**config.mk**
```make
export PLATFORM = sky130hd
export DESIGN_NAME = instr_fetch
export DESIGN_NICKNAME = d
export VERILOG_FILES = /design/src/rtl/fetch_pkg.sv /design/src/rtl/instr_fetch.sv
export VERILOG_INCLUDE_DIRS = /design/src /design/src/rtl
export SDC_FILE = /design/constraint.sdc
export NUM_CORES = 1
export LEC_CHECK = 0
export BUFFER_PORTS_ARGS = -buffer_cell sky130_fd_sc_hd__buf_4
export CAP_MARGIN = 20
export CORE_MARGIN = 2
export CORE_UTILIZATION = 44
export CTS_CLUSTER_DIAMETER = 30
export CTS_CLUSTER_SIZE = 28
export DETAILED_ROUTE_END_ITERATION = 8
export GPL_ROUTABILITY_DRIVEN = 0
export PLACE_DENSITY_LB_ADDON = 0.3
export SETUP_SLACK_MARGIN = 0.2
export SYNTH_ARGS = -nofsm -noshare
export SYNTH_HDL_FRONTEND = slang
export SYNTH_SLANG_ARGS = --single-unit
```
**constraint.sdc**
```tcl
create_clock -name clk -period 3.4 [get_ports clk]
set_clock_uncertainty 0.1 [all_clocks]
set_input_delay 0.51 -clock clk [delete_from_list [all_inputs] [get_ports clk]]
set_output_delay 0.51 -clock clk [all_outputs]
set_load 0.01 [all_outputs]
```
**src/rtl/definitions.svh**
```systemverilog
// Core-wide definitions: machine word type, instruction size and PC update modes.
`ifndef DEFINITIONS_SVH
`define DEFINITIONS_SVH

`define INSTRUCTION_SIZE_IN_BYTES 4
`define PC_MODE_INCREMENT 1'b0
`define PC_MODE_JUMP      1'b1

typedef logic [31:0] word;

`endif

```
**src/rtl/fetch_pkg.sv**
```systemverilog
// Fetch controller state encoding; FAULT exists only when FETCH_MISALIGN_CHECK_EN is defined.
package fetch_pkg;

  typedef enum logic [2:0] {
    IDLE,
    REQ,
    WAIT,
    HOLD,
    REDIRECT
`ifdef FETCH_MISALIGN_CHECK_EN
    , FAULT
`endif
  } fetch_state_e;

endpackage

```
**src/rtl/instr_fetch.sv**
```systemverilog
// Instruction fetch controller: reads memory at the PC and holds the word for decode.
// Optional misaligned-fetch trap is built in when FETCH_MISALIGN_CHECK_EN is defined.
`include "definitions.svh"

module instr_fetch
  import fetch_pkg::*;
#(
  parameter int BootDelay = 0
) (
  input  logic clk,
  input  logic res,
  input  word  pc,
  output logic pc_enable,
  output logic pc_mode,
  input  logic jump_req,
  output logic mem_req,
  output word  mem_addr,
  input  logic mem_gnt,
  input  logic mem_rvalid,
  input  word  mem_rdata,
  output word  instr,
  output logic instr_valid,
  input  logic instr_ready,
  output logic fetch_fault
);

  localparam int BOOT_W = (BootDelay > 0) ? $clog2(BootDelay + 1) : 1;

  fetch_state_e      state;
  logic [BOOT_W-1:0] boot_cnt;
  logic              drop;
  logic              misaligned;

`ifdef FETCH_MISALIGN_CHECK_EN
  localparam int ALIGN_W = $clog2(`INSTRUCTION_SIZE_IN_BYTES);
  logic fault;
  assign misaligned  = |pc[ALIGN_W-1:0];
  assign fetch_fault = fault;
`else
  assign misaligned  = 1'b0;
  assign fetch_fault = 1'b0;
`endif

  assign mem_req  = (state == REQ) && !misaligned;
  assign mem_addr = pc;

  always_ff @(posedge clk or negedge res) begin
    if (!res) begin
      state       <= IDLE;
      boot_cnt    <= '0;
      drop        <= 1'b0;
      pc_enable   <= 1'b0;
      pc_mode     <= `PC_MODE_INCREMENT;
      instr_valid <= 1'b0;
      instr       <= '0;
`ifdef FETCH_MISALIGN_CHECK_EN
      fault       <= 1'b0;
`endif
    end else begin
      pc_enable <= 1'b0;
      if (jump_req) begin
        pc_enable <= 1'b1;
        pc_mode   <= `PC_MODE_JUMP;
        case (state)
          REQ: begin
            // A misaligned REQ never issued a request, so there is nothing to drop.
            if (misaligned) begin
              state <= REDIRECT;
            end else begin
              drop <= 1'b1;
              if (mem_gnt) state <= WAIT;
            end
          end
          WAIT: begin
            if (mem_rvalid) begin
              drop  <= 1'b0;
              state <= REDIRECT;
            end else begin
              drop <= 1'b1;
            end
          end
          default: begin
            instr_valid <= 1'b0;
            state       <= REDIRECT;
`ifdef FETCH_MISALIGN_CHECK_EN
            fault       <= 1'b0;
`endif
          end
        endcase
      end else begin
        case (state)
          IDLE: begin
            if (boot_cnt == BOOT_W'(BootDelay)) state <= REQ;
            else boot_cnt <= boot_cnt + BOOT_W'(1);
          end
          REQ: begin
`ifdef FETCH_MISALIGN_CHECK_EN
            if (misaligned) begin
              fault <= 1'b1;
              state <= FAULT;
            end else if (mem_gnt) begin
              state <= WAIT;
            end
`else
            if (mem_gnt) state <= WAIT;
`endif
          end
          WAIT: begin
            if (mem_rvalid) begin
              if (drop) begin
                drop  <= 1'b0;
                state <= REDIRECT;
              end else begin
                instr       <= mem_rdata;
                instr_valid <= 1'b1;
                pc_enable   <= 1'b1;
                pc_mode     <= `PC_MODE_INCREMENT;
                state       <= HOLD;
              end
            end
          end
          HOLD: begin
            if (instr_valid && instr_ready) begin
              instr_valid <= 1'b0;
              state       <= REQ;
            end
          end
          REDIRECT: state <= REQ;
          default: ;  // FAULT parks here until a jump
        endcase
      end
    end
  end

endmodule
```
==> flow_summary.yaml <==
synth:
  synth_mux_area_frac: 0.2375
  post_synth.cell_area_avg_um2: 13.17
  synth_compound_area_frac: 0.06437
  synthCells: 152
  synthSimpleGateAreaFrac: 0.04563
  syn_area_mm2: 0.002002
  ys_ff_latch: 39
  synth-xor-area-share: 0
  yosysUniqueCellTypes: 29
  synth_top_family_by_area: "multiplexers"
  yosysSeqAreaShare: 0.4875
  ys_warn_count: 0
  synth_fp_nets: 222
  synth_fa_ha_area_frac: 0
min_path:
  hold_path_class: "input pin to async pin"
finish:
  drive_above_1_share: 0.5938
  fill_cells: 364
  nNetsFinal: 261
  final_common_cell: "buf_4"
  final_cell_mix: "buf_4 (73), dfrtp_1 (39), mux2_4 (28)"
  final-seq-area_um2: 975.9
  multi_input_area_um2: 700.7
  n_antenna_cell: 0
  area_growth_pct: 18.81
floorplanning:
  ios: 139
  core-area_mm2: 0.004354
  initial_utilization: 0.4598
  die_width_um: 71.45
  dieArea_mm2: 0.005105
  row_count: 24
  die_y_um: 71.45
sta:
  tns_ns: 0
  period_share: 0.6788
  final_hold_viol_count: 0
  fin_ws_ns: 1.092
  grt_setup_unrepaired: "false"
  setup_viol: 0
  final-max-slew-violation-count: 0
  relSlewSlack: 0.3136
  worst_pin_slew_ns: 1.030
  layout_min_cycle_time_ns: 2.308
  max_freq_mhz: 433.3
flow_run:
  drv_cap: 0
drt:
  routed_wl_mm: 4.148
  ant_nets: 0
  firstDrtPassIters: 4
  drt_iter0_drc: 49
  via_per_inst: 5.307
  wl_per_cell_um: 17.00
  vias: 1295
  drc_errors: 0
worst_setup_path:
  path_max_fanout: 34
  crit_arrival_ns: 2.38
  crit_type: "register to register"
  worst_setup_path_start_kind: "register"
  crit_required_ns: 3.47
  endpoint_kind: "register"
  r2r_slack_ns: 1.09
clocking:
  numCtsBuffers: 5
  cts.path.max_buffers: 2
  cts.sinks: 39
  post_cts_resized: 0
  clk_pin_slew_ns: 0.07
  clk-insertion-delay-late_ns: 0.28
  holdBufCountCts: 0
  cts_setup_buffers: 0
  clockRootBuffer: "clkbuf_8"
  tritoncts: "yes"
  h-tree-depth: 2
run_status:
  status: "complete, no violations"
pwr:
  leakagePower_uw: 0.001319
  p_per_area_mw_per_mm2: 670.6
  vdd_drop_max_mv: 0.2840
global_route:
  grt_overflow_total: 0
  grt_max_degree: 40
  grt_pass1_vias: 1345
  grt_pass1_wl_mm: 6.610
  track_usage: 0.1657
  antenna_found_initial: 0
placed_design:
  numPortBuffers: 73
  dp.final_hpwl_mm: 2.913
  post-place-ws_ns: 0.9414
registers in the layout (all words and copies together) (netlist names):
name	flops
pc_enable	1
state	3
instr_valid	1
drop	1
pc_mode	1
instr	32
through the flow:
step | hold WS (ns) | utilization | cell area [um^2] | power [uW] | instances
after CTS | 0.1003 | 0.5463 | 2379 | 1610 | 244
final | 0.09105 | 0.5463 | 2379 | 1595 | 244
after global routing | 0.1192 | 0.5463 | 2379 | 1690 | 244
after global placement | 0.3762 | 0.5276 | 2297 | 1271 | 236
after floorplan | 0.1144 | - | 2002 | 1072 | 152
after detailed placement | 0.3724 | 0.5276 | 2297 | 1302 | 236
cell usage after synthesis:
master     instances  area, um^2
o2bb2ai_1          1       8.760
or2_0              1       6.260
or3_1              1       6.260
nand2b_1           1       6.260
mux2_2             4       45.04
o21a_1             1       7.510
o22ai_1            2       12.51
nor2b_1            2       12.51
nor3_1             1       5.000
o41ai_1            1       8.760
dfrtp_1           39       975.9
buf_4             33       247.7
nand2b_4           1       13.76
a21bo_2            1       10.01
conb_1             1       3.750
nor2_1             5       18.77
buf_6              5       56.30
a22oi_1            3       22.52
a21oi_1            1       5.000
nand2_1            4       15.01
buf_2              3       15.01
o31ai_1            1       7.510
inv_1              2       7.510
a211oi_1           1       7.510
mux2i_1            1       10.01
o32ai_1            1       8.760
nor3b_1            1       7.510
o21ai_0            6       30.03
mux2_4            28       420.4
kinds of logic after synthesis:
kind of cell	count (synthesis)
AO/OA/AOI/OAI	19
other	1
multiplexers	33
AND/OR/NAND/NOR	17
flip-flops	39
buffers and inverters	43
power by group:
part           total [uW]  internal (uW)  leakage, uW  switching [uW]
combinational         587            355     0.000754             232
clock                 297            144    0.0000422             153
sequential            711            591     0.000523             119
total                1590           1090      0.00132             504
final cells by class:
type | count | share of cell area
inverter | 2 | 0.003156
sequential | 39 | 0.4103
multi-input combinational | 70 | 0.2946
timing repair buffer | 73 | 0.2304
clock buffer | 7 | 0.03209
clock inverter | 1 | 0.002104
tap | 52 | 0.02735
per-layer routing:
layer	part of all wire	routed length, um	GRT usage	up-vias
li1	-	-	-	559
met1	0.38	1580	0.2037	616
met5	0	0	0	-
met3	0.12	481	0.05626	33
met4	0.046	191	0.1006	0
met2	0.46	1893	0.2521	87
worst paths after layout:
path	endpoint	start	depth (start not counted)
worst max register to register	instr[15]	drop	3
max in group asynchronous	instr[2]	res	1
worst min-delay path	instr[17]	res	1
worst max-delay path	instr[15]	drop	3
worst min register to register	pc_mode	pc_mode	1
min in group clk	instr[28]	mem_rdata[28]	2
worst max-delay path: stages (launching register included):
cell and delay, ns:
dfrtp_1 0.46, or2_0 0.28, or3_2 0.87, mux2_4 0.46
Power figures use the tool's default switching activity.
